$ cat config.mk
export PLATFORM = sky130hd
export DESIGN_NAME = mesi_isc_snoop_seq
export DESIGN_NICKNAME = d
export VERILOG_FILES = /design/src/rtl/mesi_isc_snoop_seq.sv
export SDC_FILE = /design/constraint.sdc
export NUM_CORES = 1
export LEC_CHECK = 0
export ABC_CLOCK_PERIOD_IN_PS = 4200
export BUFFER_PORTS_ARGS = -buffer_cell sky130_fd_sc_hd__buf_2
export CAP_MARGIN = 20
export CORE_UTILIZATION = 54
export CTS_BUF_LIST = sky130_fd_sc_hd__clkbuf_8
export CTS_CLUSTER_DIAMETER = 150
export DETAILED_ROUTE_END_ITERATION = 6
export PLACE_DENSITY = 0.88
export SYNTH_ARGS = -nofsm -noshare
export SYNTH_HDL_FRONTEND = slang
export SYNTH_SLANG_ARGS = --single-unit
$ cat constraint.sdc
create_clock -name clk -period 4.2 [get_ports clk]
set_input_delay 0.21 -clock clk [delete_from_list [all_inputs] [get_ports clk]]
set_output_delay 0.21 -clock clk [all_outputs]
set_load 0.01 [all_outputs]
$ cat src/rtl/mesi_isc_snoop_seq.sv
// ---------------------------------------------------------------------------
// mesi_isc_snoop_seq
//
// Snoop sequencer for the MESI inter-cache coherence controller. It takes one
// broadcast at a time from the broadcast FIFO and runs it in three phases:
//   1. IDLE   : pop the FIFO head and latch its type, origin, tag and address.
//   2. SNOOP  : send WR_SNOOP / RD_SNOOP to every CPU except the origin. Each
//               port drops back to NOP once its ack is seen.
//   3. ENABLE : after every port has acked, send EN_WR / EN_RD to the origin.
//               The origin's ack ends the broadcast.
//
// Ports
//   clk, rst            clock; asynchronous active-low reset
//   broad_valid_i       broadcast FIFO holds an entry
//   broad_type_i        head entry type (1 = WR, 2 = RD, anything else = RD)
//   broad_cpu_id_i      head entry originating CPU (0..3)
//   broad_id_i          head entry tag
//   broad_addr_i        head entry line address
//   broad_pop_o         one-cycle pop strobe to the broadcast FIFO
//   cbus_ack3_i..0_i    per-CPU coherence-bus acknowledge
//   cbus_cmd3_o..0_o    per-CPU coherence command
//                       (NOP=0, WR_SNOOP=1, RD_SNOOP=2, EN_WR=3, EN_RD=4)
//   cbus_addr_o         shared coherence-bus address of the active broadcast
//   active_id_o         tag of the active broadcast
//   busy_o              sequencer is not IDLE
//   snoop_timeout_o     sticky snoop timeout flag (only with the macro below)
//
// Configuration macro
//   MESI_ISC_SNOOP_TIMEOUT_EN : when defined, an 8-bit counter limits SNOOP to
//   TIMEOUT_CYCLES cycles. On expiry the sequencer forces ENABLE and sets
//   snoop_timeout_o. When undefined, SNOOP waits for all acks indefinitely.
// ---------------------------------------------------------------------------
module mesi_isc_snoop_seq #(
  parameter int CBUS_CMD_WIDTH   = 3,
  parameter int ADDR_WIDTH       = 32,
  parameter int BROAD_TYPE_WIDTH = 2,
  parameter int BROAD_ID_WIDTH   = 5,
  parameter int TIMEOUT_CYCLES   = 255
) (
  input  logic                        clk,
  input  logic                        rst,
  input  logic                        broad_valid_i,
  input  logic [BROAD_TYPE_WIDTH-1:0] broad_type_i,
  input  logic [1:0]                  broad_cpu_id_i,
  input  logic [BROAD_ID_WIDTH-1:0]   broad_id_i,
  input  logic [ADDR_WIDTH-1:0]       broad_addr_i,
  output logic                        broad_pop_o,
  input  logic                        cbus_ack3_i,
  input  logic                        cbus_ack2_i,
  input  logic                        cbus_ack1_i,
  input  logic                        cbus_ack0_i,
  output logic [CBUS_CMD_WIDTH-1:0]   cbus_cmd3_o,
  output logic [CBUS_CMD_WIDTH-1:0]   cbus_cmd2_o,
  output logic [CBUS_CMD_WIDTH-1:0]   cbus_cmd1_o,
  output logic [CBUS_CMD_WIDTH-1:0]   cbus_cmd0_o,
  output logic [ADDR_WIDTH-1:0]       cbus_addr_o,
  output logic [BROAD_ID_WIDTH-1:0]   active_id_o,
  output logic                        busy_o
`ifdef MESI_ISC_SNOOP_TIMEOUT_EN
  ,
  output logic                        snoop_timeout_o
`endif
);

  localparam logic [CBUS_CMD_WIDTH-1:0] CMD_NOP      = CBUS_CMD_WIDTH'(0);
  localparam logic [CBUS_CMD_WIDTH-1:0] CMD_WR_SNOOP = CBUS_CMD_WIDTH'(1);
  localparam logic [CBUS_CMD_WIDTH-1:0] CMD_RD_SNOOP = CBUS_CMD_WIDTH'(2);
  localparam logic [CBUS_CMD_WIDTH-1:0] CMD_EN_WR    = CBUS_CMD_WIDTH'(3);
  localparam logic [CBUS_CMD_WIDTH-1:0] CMD_EN_RD    = CBUS_CMD_WIDTH'(4);

  typedef enum logic [1:0] {
    IDLE   = 2'd0,
    SNOOP  = 2'd1,
    ENABLE = 2'd2
  } state_t;

  state_t                                state_q, state_d;
  logic [3:0]                            done_q, done_d;
  logic [3:0][CBUS_CMD_WIDTH-1:0]        cmd_q, cmd_d;
  logic                                  is_wr_q;
  logic [1:0]                            origin_q;
  logic                                  latch_en;
  logic                                  new_is_wr;
  logic [3:0]                            ack;
  logic [3:0]                            ack_hit;
  logic                                  snoop_all_done;
  logic                                  tmo_expire;

  assign ack = {cbus_ack3_i, cbus_ack2_i, cbus_ack1_i, cbus_ack0_i};

  // Any type other than WR (1) is handled as a read.
  assign new_is_wr = (broad_type_i == BROAD_TYPE_WIDTH'(1));

  assign cbus_cmd3_o = cmd_q[3];
  assign cbus_cmd2_o = cmd_q[2];
  assign cbus_cmd1_o = cmd_q[1];
  assign cbus_cmd0_o = cmd_q[0];

`ifdef MESI_ISC_SNOOP_TIMEOUT_EN
  localparam logic [7:0] TMO_LAST = 8'(TIMEOUT_CYCLES - 1);

  logic [7:0] tmo_cnt_q;

  // The counter starts at 0 on the first SNOOP cycle, so expiry on
  // TMO_LAST gives exactly TIMEOUT_CYCLES cycles in SNOOP.
  assign tmo_expire = (state_q == SNOOP) && (tmo_cnt_q == TMO_LAST);

  // SNOOP-cycle counter and sticky timeout flag. The flag is raised only when
  // the timeout is what forces ENABLE, not when the last ack and the expiry
  // happen in the same cycle.
  always_ff @(posedge clk or negedge rst) begin
    if (!rst) begin
      tmo_cnt_q       <= 8'd0;
      snoop_timeout_o <= 1'b0;
    end else begin
      if (state_q == SNOOP) begin
        tmo_cnt_q <= tmo_cnt_q + 8'd1;
      end else begin
        tmo_cnt_q <= 8'd0;
      end
      if (tmo_expire && !snoop_all_done) begin
        snoop_timeout_o <= 1'b1;
      end
    end
  end
`else
  assign tmo_expire = 1'b0;
`endif

  // Next-state and next-command logic. The pop strobe is a decode of the
  // IDLE state register together with FIFO valid. This lets the FIFO advance
  // in the same cycle the head is latched. It is gated by rst so that it
  // stays low while reset is held.
  always_comb begin
    state_d        = state_q;
    done_d         = done_q;
    cmd_d          = cmd_q;
    broad_pop_o    = 1'b0;
    latch_en       = 1'b0;
    ack_hit        = 4'b0000;
    snoop_all_done = 1'b0;

    case (state_q)
      IDLE: begin
        cmd_d = '0;
        if (broad_valid_i && rst) begin
          broad_pop_o = 1'b1;
          latch_en    = 1'b1;
          state_d     = SNOOP;
          done_d      = 4'b0001 << broad_cpu_id_i;
          for (int p = 0; p < 4; p++) begin
            if (2'(p) == broad_cpu_id_i) begin
              cmd_d[p] = CMD_NOP;
            end else begin
              cmd_d[p] = new_is_wr ? CMD_WR_SNOOP : CMD_RD_SNOOP;
            end
          end
        end
      end

      SNOOP: begin
        // Only ports still driving a snoop command can complete. Acks on
        // NOP ports, including the origin, are ignored.
        for (int p = 0; p < 4; p++) begin
          ack_hit[p] = ack[p] && (cmd_q[p] != CMD_NOP);
        end
        done_d         = done_q | ack_hit;
        snoop_all_done = &done_d;
        if (snoop_all_done || tmo_expire) begin
          state_d = ENABLE;
          for (int p = 0; p < 4; p++) begin
            if (2'(p) == origin_q) begin
              cmd_d[p] = is_wr_q ? CMD_EN_WR : CMD_EN_RD;
            end else begin
              cmd_d[p] = CMD_NOP;
            end
          end
        end else begin
          for (int p = 0; p < 4; p++) begin
            if (done_d[p]) begin
              cmd_d[p] = CMD_NOP;
            end
          end
        end
      end

      ENABLE: begin
        if (ack[origin_q]) begin
          state_d = IDLE;
          cmd_d   = '0;
        end
      end

      default: begin
        state_d = IDLE;
        cmd_d   = '0;
      end
    endcase
  end

  // State, done bits, command registers and the fields latched at pop time.
  // The address and tag hold their value until the next pop.
  always_ff @(posedge clk or negedge rst) begin
    if (!rst) begin
      state_q     <= IDLE;
      done_q      <= 4'b0000;
      cmd_q       <= '0;
      is_wr_q     <= 1'b0;
      origin_q    <= 2'd0;
      cbus_addr_o <= '0;
      active_id_o <= '0;
      busy_o      <= 1'b0;
    end else begin
      state_q <= state_d;
      done_q  <= done_d;
      cmd_q   <= cmd_d;
      busy_o  <= (state_d != IDLE);
      if (latch_en) begin
        is_wr_q     <= new_is_wr;
        origin_q    <= broad_cpu_id_i;
        cbus_addr_o <= broad_addr_i;
        active_id_o <= broad_id_i;
      end
    end
  end

endmodule

==> out/results.ini, run 1 <==
[outcome]
status=finished, final reports clean

[sta]
rsz0062_at_grt=no
max_freq_ghz=0.402
whs_ns=0.0260
fin_crit_ns=2.49
setup_tns_ns=0
slew-limit-headroom=0.411
drv_slew=0
fin_worst_skew_ns=0.00425
hold_viol=0
finalSetupViolCount=0
post-route-period-util=0.593
worst-slew-pin-transition_ns=0.875

[clocking]
clk_path_buf_depth=2
cts_tree=done
h-tree-depth=3
ctsResizeCount=0
clkSinkCount=59
clk_pin_slew_worst_paths_ns=0.06
cts_buffers=9
clock_latency_ns=0.33
ctsHoldBuffers=0
clockRootBuffer=clkbuf_8
postCtsSetupRepairBufs=0

[finish]
final_nets=418
multi_input_area_um2=962
regArea_um2=1480
syn2layout_area_growth_pct=28.4
final_util=0.726
num_antenna_cells=0
drive_gt1_frac=0.334
n_fill_cell=329

[worst_setup_path]
cp_slowest_cell=inv_1
cp.arrival_ns=2.77
worst-path-buf-inv=3
path_cells=nor2_1 -> nand3_1 -> buf_4 -> inv_1 -> buf_4 -> nand3b_1 -> nor2_1 -> a211o_1
cp_slowest_stage_delay_ns=0.57
worst-setup-path-type=flip-flop to flip-flop
r2r_start=state_q[1]
critPathCaptureType=flip-flop
crit_family=buffers and inverters
worstPathMaxFanout=44
critPathLaunch=state_q[1]
worstSetupStartpointType=flip-flop
worstPathRequired_ns=4.48

[min_path]
min_path_type=input pin to async pin

[floorplan]
start_util=0.566
io_pins=99
dieWidth_um=70.0
die_h_um=70.0
core_um2=4410
dieArea_um2=4900
rows=24

[job]
maxCapViolCount=0

[yosys]
syn_avg_cell_area_um2=9.25
synth_enable_flop_cells=0
synth_cell_types=32
yosysWarnings=0
synthCells=270
synthFlopType=dfrtp_1
syn_area_um2=2500
ys_async_sr_fraction=1.00
postSynthRegisterBits=59
syn-num-nets=318
seq_area_frac_synth=0.591

[global_route]
grt-ovfl-total=0
grt_pass1_wl_mm=10.3
grt_pass1_vias=2241
antenna_found_initial=0
track_usage=0.269
grt_max_degree=60

[power_and_ir_drop]
leakagePower_uw=0.00197
irDropWorstVdd_mv=0.247
p_per_area_nw_per_um2=334

[drt]
vias_per_cell=5.27
wl_per_cell_um=13.8
drcViolationCount=0
vias=2247
drtIter0Drc=128
totalWireLength_mm=5.88
dr.pass1.iters=4
ant_nets=0

[placement]
numPortBuffers=98
gp_congestion=0.805
hpwl_mm=4.12

-- synthesized netlist by cell type, drive strengths merged, types with 2 or more instances --
library cell    n  area, um2
dfrtp          59       1480
o21ai           9       60.1
a32o            2       20.0
nor2           15       56.3
nor2b           2       12.5
nor4            7       43.8
o31a            2       17.5
nand3           3       15.0
a31oi           2       12.5
mux2i           3       30.0
nand2         124        465
a211o           8       70.1
clkbuf          6       22.5
or2             4       25.0
buf             6       25.0
a21oi           2       10.0
a22o            2       17.5
inv             3       11.3
-- area by class of cell --
class	instances	share of cell area
Tap cell	52	0.0203
Clock inverter	3	0.00429
Sequential cell	59	0.460
Timing Repair Buffer	101	0.160
Clock buffer	12	0.0515
Inverter	3	0.00351
Multi-Input combinational cell	196	0.300
-- cell families after synthesis --
kind of cell	synth area share
AND/OR/NAND/NOR	0.275
flip-flops	0.591
multiplexers	0.0210
AO/OA/AOI/OAI	0.0892
buffers and inverters	0.0235
-- worst paths after layout --
path | end | slack [ns] | depth (start not counted)
setup / recovery | cbus_cmd0_o[0] | 1.71 | 8
hold / removal | state_q[1] | 0.03 | 2
setup reg to reg | cbus_cmd0_o[0] | 1.71 | 8
hold reg to reg | cbus_addr_o[15] | 0.47 | 2
max in group asynchronous | active_id_o[2] | 3.67 | 2
min in group clk | cbus_addr_o[10] | 0.06 | 3
-- where the power goes --
group / switching (uW) / internal (uW) / leakage, uW
clock network: 208 / 255 / 0.0000994
registers: 0.000000123 / 568 / 0.000809
logic: 21.3 / 18.0 / 0.00106
-- sequential cells by signal (all words and copies together) (netlist names) --
| name | cells |
|---|---|
| active_id_o | 5 |
| cbus_cmd3_o | 3 |
| done_q | 4 |
| cbus_cmd1_o | 3 |
| origin_q | 2 |
| is_wr_q | 1 |
| cbus_cmd0_o | 3 |
| busy_o | 1 |
| state_q | 2 |
| cbus_cmd2_o | 3 |
| cbus_addr_o | 32 |
-- routing by layer --
layer | vias to the layer above | GRT usage | wire (um)
li1 | 1091 | - | -
met1 | 1055 | 0.363 | 2540
met2 | 90 | 0.420 | 2810
met3 | 11 | 0.0678 | 430
met4 | 0 | 0.104 | 98
met5 | - | 0 | 0
-- metrics by stage --
stage	power (uW)	instance area [um2]	instances	setup slack, ns
3_5_place_dp	619	3030	411	1.79
2_1_floorplan	583	2500	270	2.58
6_report	1070	3210	426	1.71
4_1_cts	1080	3210	426	1.76
3_3_place_gp	619	3030	411	1.83
5_1_grt	1110	3210	426	1.50
-- placed cells by master, fill, tap and decap left out --
cell and instances:
o21ai_0 5, a21oi_1 2, nand3b_1 1, o21ai_2 4, mux2i_1 3, nand3_1 3
clkbuf_8 12, mux4_2 1, nor2b_1 2, buf_2 98, a31oi_1 2, or2_1 1
a32o_1 2, dfrtp_1 59, or3_1 1, nand2_1 124, inv_1 4, nor4_1 7
buf_4 3, nor3_1 1, nor4b_1 1, clkinv_2 2, or2b_1 1, o31a_1 2
or2_2 3, a22o_1 2, o22ai_1 1, or3b_4 1, a211o_1 8, and4bb_2 1
nor2_1 15, nor4bb_1 1, o41ai_1 1
(Power assumes the default switching activity.)
==> run 2, diff against run 1 <==
==> config.mk (replaced) <==
export PLATFORM = sky130hd
export DESIGN_NAME = mesi_isc_snoop_seq
export DESIGN_NICKNAME = d
export VERILOG_FILES = /design/src/rtl/mesi_isc_snoop_seq.sv
export SDC_FILE = /design/constraint.sdc
export NUM_CORES = 1
export LEC_CHECK = 0
export ABC_CLOCK_PERIOD_IN_PS = 2150
export BUFFER_PORTS_ARGS = -buffer_cell sky130_fd_sc_hd__buf_2
export CAP_MARGIN = 20
export CORE_UTILIZATION = 45
export CTS_BUF_LIST = sky130_fd_sc_hd__clkbuf_8
export CTS_CLUSTER_DIAMETER = 150
export DETAILED_ROUTE_END_ITERATION = 6
export PLACE_DENSITY = 0.78
export SYNTH_ARGS = -nofsm -noshare
export SYNTH_HDL_FRONTEND = slang
export SYNTH_SLANG_ARGS = --single-unit
==> constraint.sdc (replaced) <==
create_clock -name clk -period 2.15 [get_ports clk]
set_input_delay 0.1075 -clock clk [delete_from_list [all_inputs] [get_ports clk]]
set_output_delay 0.1075 -clock clk [all_outputs]
set_load 0.01 [all_outputs]
==> run 2 against run 1 <==
Compared with the run above: hold slack better by 0.054 ns; setup slack got worse by 1.4 ns; global-route usage fell by 0.92 points; register-to-register slack got worse by 1.3 ns; utilization shrank 1.5 points; cell area up 16%; flip-flop and latch count did not move; clock power rose to 2.6 times the previous value; clock skew up 0.0030 ns; critical path depth is 3 lower; die area rose by 19%; via count is 11% higher; critical path type is now flip-flop to primary output; largest power group is now the clock network.
==> out/results.ini, run 2 (synthesized netlist as in run 1, its figures left out) <==
[outcome]
status=finished, final reports clean

[sta]
hold_viol=0  ; unchanged
fin_worst_skew_ns=0.00727  ; +0.00302 ns
fin_crit_ns=1.86
drv_slew=0  ; unchanged
rsz0062_at_grt=no
post-route-period-util=0.867
slew-limit-headroom=0.514  ; +0.103
finalSetupViolCount=0  ; unchanged
worst-slew-pin-transition_ns=0.728  ; -0.147 ns
setup_tns_ns=0  ; unchanged
max_freq_ghz=0.536

[clocking]
postCtsSetupRepairBufs=0  ; unchanged
clock_latency_ns=0.33  ; about the same
clockRootBuffer=clkbuf_8
cts_buffers=9  ; unchanged
ctsHoldBuffers=38  ; +38
clk_pin_slew_worst_paths_ns=0.07  ; about the same
ctsResizeCount=0  ; unchanged
clkSinkCount=59  ; unchanged
h-tree-depth=3  ; unchanged
cts_tree=done
clk_path_buf_depth=2  ; unchanged

[finish]
final_util=0.711  ; -0.0153
final_area_um2=3720  ; +16%
drive_gt1_frac=0.317  ; -0.0177
final_cell_mix=124 x nand2_1, 98 x buf_2, 59 x dfrtp_1
largest_register_ffs=32  ; unchanged
n_fill_cell=381  ; +16%
regMostFlops=cbus_addr_o
final_common_cell=nand2_1
num_antenna_cells=0  ; unchanged
final_nets=460  ; +10%
largestRegisters=cbus_addr_o (32), active_id_o (5), done_q (4)
syn2layout_area_growth_pct=49.1

[worst_setup_path]
worst-setup-path-type=flip-flop to primary output
r2r_slack_ns=0.40  ; -1.31 ns
cp.arrival_ns=1.76  ; -1.01 ns
critPathCaptureType=primary output
worstPathRequired_ns=2.04  ; -2.44 ns
worstPathMaxFanout=13  ; -70%
worstSetupStartpointType=flip-flop

[power_and_ir_drop]
intPower_uw=1970  ; +130%
p_per_area_nw_per_um2=661  ; +98%
netSwitchingFraction=0.200  ; -0.0146
leakagePower_uw=0.00217  ; +10%
switchingPower_uw=491  ; +110%
clkPwrFrac=0.494  ; +0.062
p_comb_frac=0.055  ; +0.018
power_frac_seq=0.451  ; -0.080
irDropWorstVdd_mv=0.421  ; +70%

[drt]
ant_nets=0  ; unchanged
vias=2483  ; +11%
drcViolationCount=0  ; unchanged
totalWireLength_mm=7.07  ; +20%
wl_per_cell_um=14.5  ; +5.1%
vias_per_cell=5.10  ; -3.3%
drtIter0Drc=143  ; +12%
dr.pass1.iters=4  ; unchanged

[global_route]
track_usage=0.259  ; -0.00922
grt-ovfl-total=0  ; unchanged
grt_pass1_wl_mm=11.8  ; +14%
antenna_found_initial=0  ; unchanged
grt_max_degree=60  ; unchanged
grt_pass1_vias=2550  ; +14%

[floorplan]
dieWidth_um=76.5  ; +9.3%
rows=26  ; +8.3%
io_pins=99  ; unchanged
dieArea_um2=5850  ; +19%
die_h_um=76.5  ; +9.3%
core_um2=5240  ; +19%
start_util=0.477  ; -0.0889

[placement]
numPortBuffers=98  ; unchanged
hpwl_mm=4.27  ; +3.8%
gp_congestion=0.898  ; +12%
dpl-instance-area_um2=3100  ; +2.3%

[min_path]
min_path_type=input pin to flip-flop

[job]
maxCapViolCount=0  ; unchanged

run 2: final cells by class:
| class | instances | area (um2) | area share |
|---|---|---|---|
| flip-flops and latches | 59 | 1480 | 0.396 |
| clock inverters | 3 | 67.6 | 0.0181 |
| well taps | 70 | 87.6 | 0.0235 |
| multi-input cells | 196 | 967 | 0.260 |
| clock buffers | 13 | 179 | 0.0480 |
| repair buffers | 143 | 936 | 0.251 |
| inverters | 3 | 11.3 | 0.00302 |
run 2: worst paths after layout:
| check | startpoint | to | cells past startpoint |
|---|---|---|---|
| setup / recovery | state_q[1] | broad_pop_o | 5 |
| hold / removal | broad_cpu_id_i[0] | origin_q[0] | 3 |
| setup reg to reg | cbus_cmd1_o[2] | cbus_cmd2_o[2] | 5 |
| hold reg to reg | active_id_o[1] | active_id_o[1] | 2 |
| max in group asynchronous | rst | cbus_addr_o[11] | 3 |
| min in group asynchronous | rst | cbus_cmd0_o[1] | 3 |
run 2: through the flow:
stage | worst slack [ns] | hold WS [ns] | total power [uW] | instances
6_report | 0.285 | 0.0796 | 2460 | 487
5_1_grt | 0.181 | 0.0921 | 2540 | 487
4_1_cts | 0.296 | 0.0655 | 2480 | 487
3_5_place_dp | 0.415 | 0.302 | 1210 | 433
3_3_place_gp | 0.441 | 0.294 | 1210 | 433
2_1_floorplan | 0.535 | -0.188 | 1140 | 270
run 2: metal layers:
| layer | track usage | wire length, um |
|---|---|---|
| met1 | 0.310 | 2910 |
| met2 | 0.443 | 3450 |
| met3 | 0.0503 | 494 |
| met4 | 0.135 | 210 |
| met5 | 0 | 0 |
run 2: power by group through the flow:
stage / logic, uW / registers (uW) / clock network (uW)
2_1_floorplan: 7.01 / 1130 / 0
3_3_place_gp: 78.6 / 1130 / 0
3_5_place_dp: 80.0 / 1130 / 0
4_1_cts: 133 / 1110 / 1240
5_1_grt: 148 / 1110 / 1290
6_report: 136 / 1110 / 1220
run 2: worst max-delay path, stage by stage, from the launching register on:
cell and delay [ns]:
dfrtp_1 0.43, nor2_1 0.21, nand3_2 0.10, inv_1 0.28, buf_4 0.26, buf_2 0.15
==> run 3, diff against run 2 <==
--- a/config.mk
+++ b/config.mk
@@ -12,7 +12,7 @@
 export CTS_BUF_LIST = sky130_fd_sc_hd__clkbuf_8
 export CTS_CLUSTER_DIAMETER = 150
 export DETAILED_ROUTE_END_ITERATION = 6
-export PLACE_DENSITY = 0.78
+export PLACE_DENSITY_LB_ADDON = 0.1
 export SYNTH_ARGS = -nofsm -noshare
 export SYNTH_HDL_FRONTEND = slang
 export SYNTH_SLANG_ARGS = --single-unit
==> run 3 against run 2 <==
Compared with the run above: critical path depth decreased by 1; largest cell class unchanged; global-route usage down 1.7 points; via count is 5.0% lower; non-clock buffer count is 1 higher; clock-buffer cell count decreased by 3; critical path type is now flip-flop to flip-flop; setup slack better by 0.14 ns; highest routed layer unchanged; utilization is 1.1 points lower; combinational power shrank 3%; clock skew rose by 0.0035 ns.
==> out/results.ini, run 3 (synthesized netlist as in run 1, its figures left out) <==
[placement]
hpwl_mm=4.05  ; -5.2%
numPortBuffers=98  ; unchanged
place_ws_ns=0.439  ; +0.0231 ns
gp_congestion=0.799  ; -11%

[sta]
drv_slew=0  ; unchanged
finalWorstSetupSlack_ns=0.424  ; +0.138 ns
finalSetupViolCount=0  ; unchanged
setup_tns_ns=0  ; unchanged
fin_crit_ns=1.73  ; -0.138 ns
hold_viol=0  ; unchanged
worst-slew-pin-transition_ns=0.747  ; +0.0191 ns
fin_worst_skew_ns=0.0108  ; +0.00349 ns
max_freq_ghz=0.579  ; +8.0%
rsz0062_at_grt=no
slew-limit-headroom=0.496  ; -0.0180
post-route-period-util=0.803  ; -0.0643

[clocking]
clkSinkCount=59  ; unchanged
cts_tree=done
cts_buffers=9  ; unchanged
clk_path_buf_depth=2  ; unchanged
clk_pin_slew_worst_paths_ns=0.07  ; about the same
clock_latency_ns=0.32  ; about the same
clockRootBuffer=clkbuf_8
h-tree-depth=3  ; unchanged
ctsResizeCount=0  ; unchanged

[global_route]
grtUsageMet2=0.405  ; -0.0378
track_usage=0.242  ; -0.0169
busiest_layer=met2
grt_pass1_vias=2326  ; -8.8%
grt_max_degree=60  ; unchanged
gr-usage-met3=0.0479  ; -0.00240
grt-ovfl-total=0  ; unchanged
grt_use_met1=0.308  ; -0.00134
antenna_found_initial=0  ; unchanged
grt_pass1_wl_mm=11.0  ; -6.5%

[finish]
largest_register_ffs=32  ; unchanged
n_fill_cell=435  ; +14%
drive_gt1_frac=0.317  ; unchanged
largestRegisters=cbus_addr_o (32), active_id_o (5), done_q (4)
regMostFlops=cbus_addr_o
final_cell_mix=124 x nand2_1, 98 x buf_2, 59 x dfrtp_1
num_antenna_cells=0  ; unchanged
syn2layout_area_growth_pct=46.7
regArea_um2=1480  ; unchanged
final_common_cell=nand2_1
multi_input_area_um2=967  ; unchanged
final_nets=461  ; +0.22%

[drt]
drcViolationCount=0  ; unchanged
totalWireLength_mm=6.46  ; -8.6%
dr.pass1.iters=5  ; +1
vias=2359  ; -5.0%
drtIter0Drc=109  ; -24%
vias_per_cell=4.84  ; -5.0%
wl_per_cell_um=13.3  ; -8.6%
ant_nets=0  ; unchanged

[worst_setup_path]
worstPathRequired_ns=2.40  ; +0.36 ns
critPathCaptureType=flip-flop
worstPathMaxFanout=6  ; -7
cp.arrival_ns=1.98  ; +0.22 ns
reg2reg_depth=4  ; -1
worst-setup-path-type=flip-flop to flip-flop
worstSetupStartpointType=flip-flop

[floorplan]
die_h_um=76.5  ; unchanged
io_pins=99  ; unchanged
dieWidth_um=76.5  ; unchanged
core_um2=5240  ; unchanged
rows=26  ; unchanged
dieArea_um2=5850  ; unchanged
start_util=0.477  ; unchanged

[power_and_ir_drop]
irDropWorstVdd_mv=0.370  ; -12%
leakagePower_uw=0.00216  ; -0.73%
p_per_area_nw_per_um2=601  ; -9.0%

[min_path]
hold_depth=3  ; unchanged
min_path_type=input pin to flip-flop

[job]
maxCapViolCount=0  ; unchanged

[outcome]
status=finished, final reports clean

run 3: metal layers:
metal	vias to the layer above	routed length (um)
li1	1176	-
met1	1117	2860
met2	60	3260
met3	6	290
met4	0	51
met5	-	0
run 3: report_power, final:
| group | switching (uW) | internal [uW] |
|---|---|---|
| Combinational | 51.7 | 80.1 |
| Sequential | 0.000000182 | 1110 |
| Clock | 406 | 556 |
| Total | 457 | 1750 |
run 3: worst paths after layout:
path                            slack, ns         startpoint        endpoint
worst min-delay path                 0.09  broad_cpu_id_i[0]     origin_q[0]
worst max register to register       0.42        origin_q[0]  cbus_cmd1_o[2]
min in group asynchronous            0.49                rst       done_q[1]
max in group asynchronous            1.16                rst  cbus_addr_o[2]
worst min register to register       0.47     cbus_addr_o[0]  cbus_addr_o[0]
worst max-delay path                 0.42        origin_q[0]  cbus_cmd1_o[2]
run 3: area by class of cell:
cell class / instances / share of cell area
Clock buffer: 10 / 0.0376
Clock inverter: 5 / 0.0147
Inverter: 3 / 0.00307
Multi-Input combinational cell: 196 / 0.264
Sequential cell: 59 / 0.403
Tap cell: 70 / 0.0239
Timing Repair Buffer: 144 / 0.254
run 3: through the flow:
step / hold WS [ns] / util / area, um2 / power [uW] / instances
3_3_place_gp: 0.295 / 0.591 / 3090 / 1210 / 434
5_1_grt: 0.0962 / 0.700 / 3660 / 2300 / 487
3_5_place_dp: 0.300 / 0.591 / 3090 / 1210 / 434
6_report: 0.0936 / 0.700 / 3660 / 2200 / 487
2_1_floorplan: -0.188 / - / 2500 / 1140 / 270
4_1_cts: 0.0835 / 0.700 / 3660 / 2230 / 487
run 3: critical path: stages, from the launching register on:
cell and delay, ns:
dfrtp_1 0.44, mux4_2 0.52, or3b_4 0.44, o21ai_2 0.10
a22o_1 0.15
run 3: repair_timing:
| item | in CTS | in global routing |
|---|---|---|
| endpoints found under the hold margin | 96 | 0 |
| hold buffers | 38 | 0 |
| setup buffers | 0 | 0 |
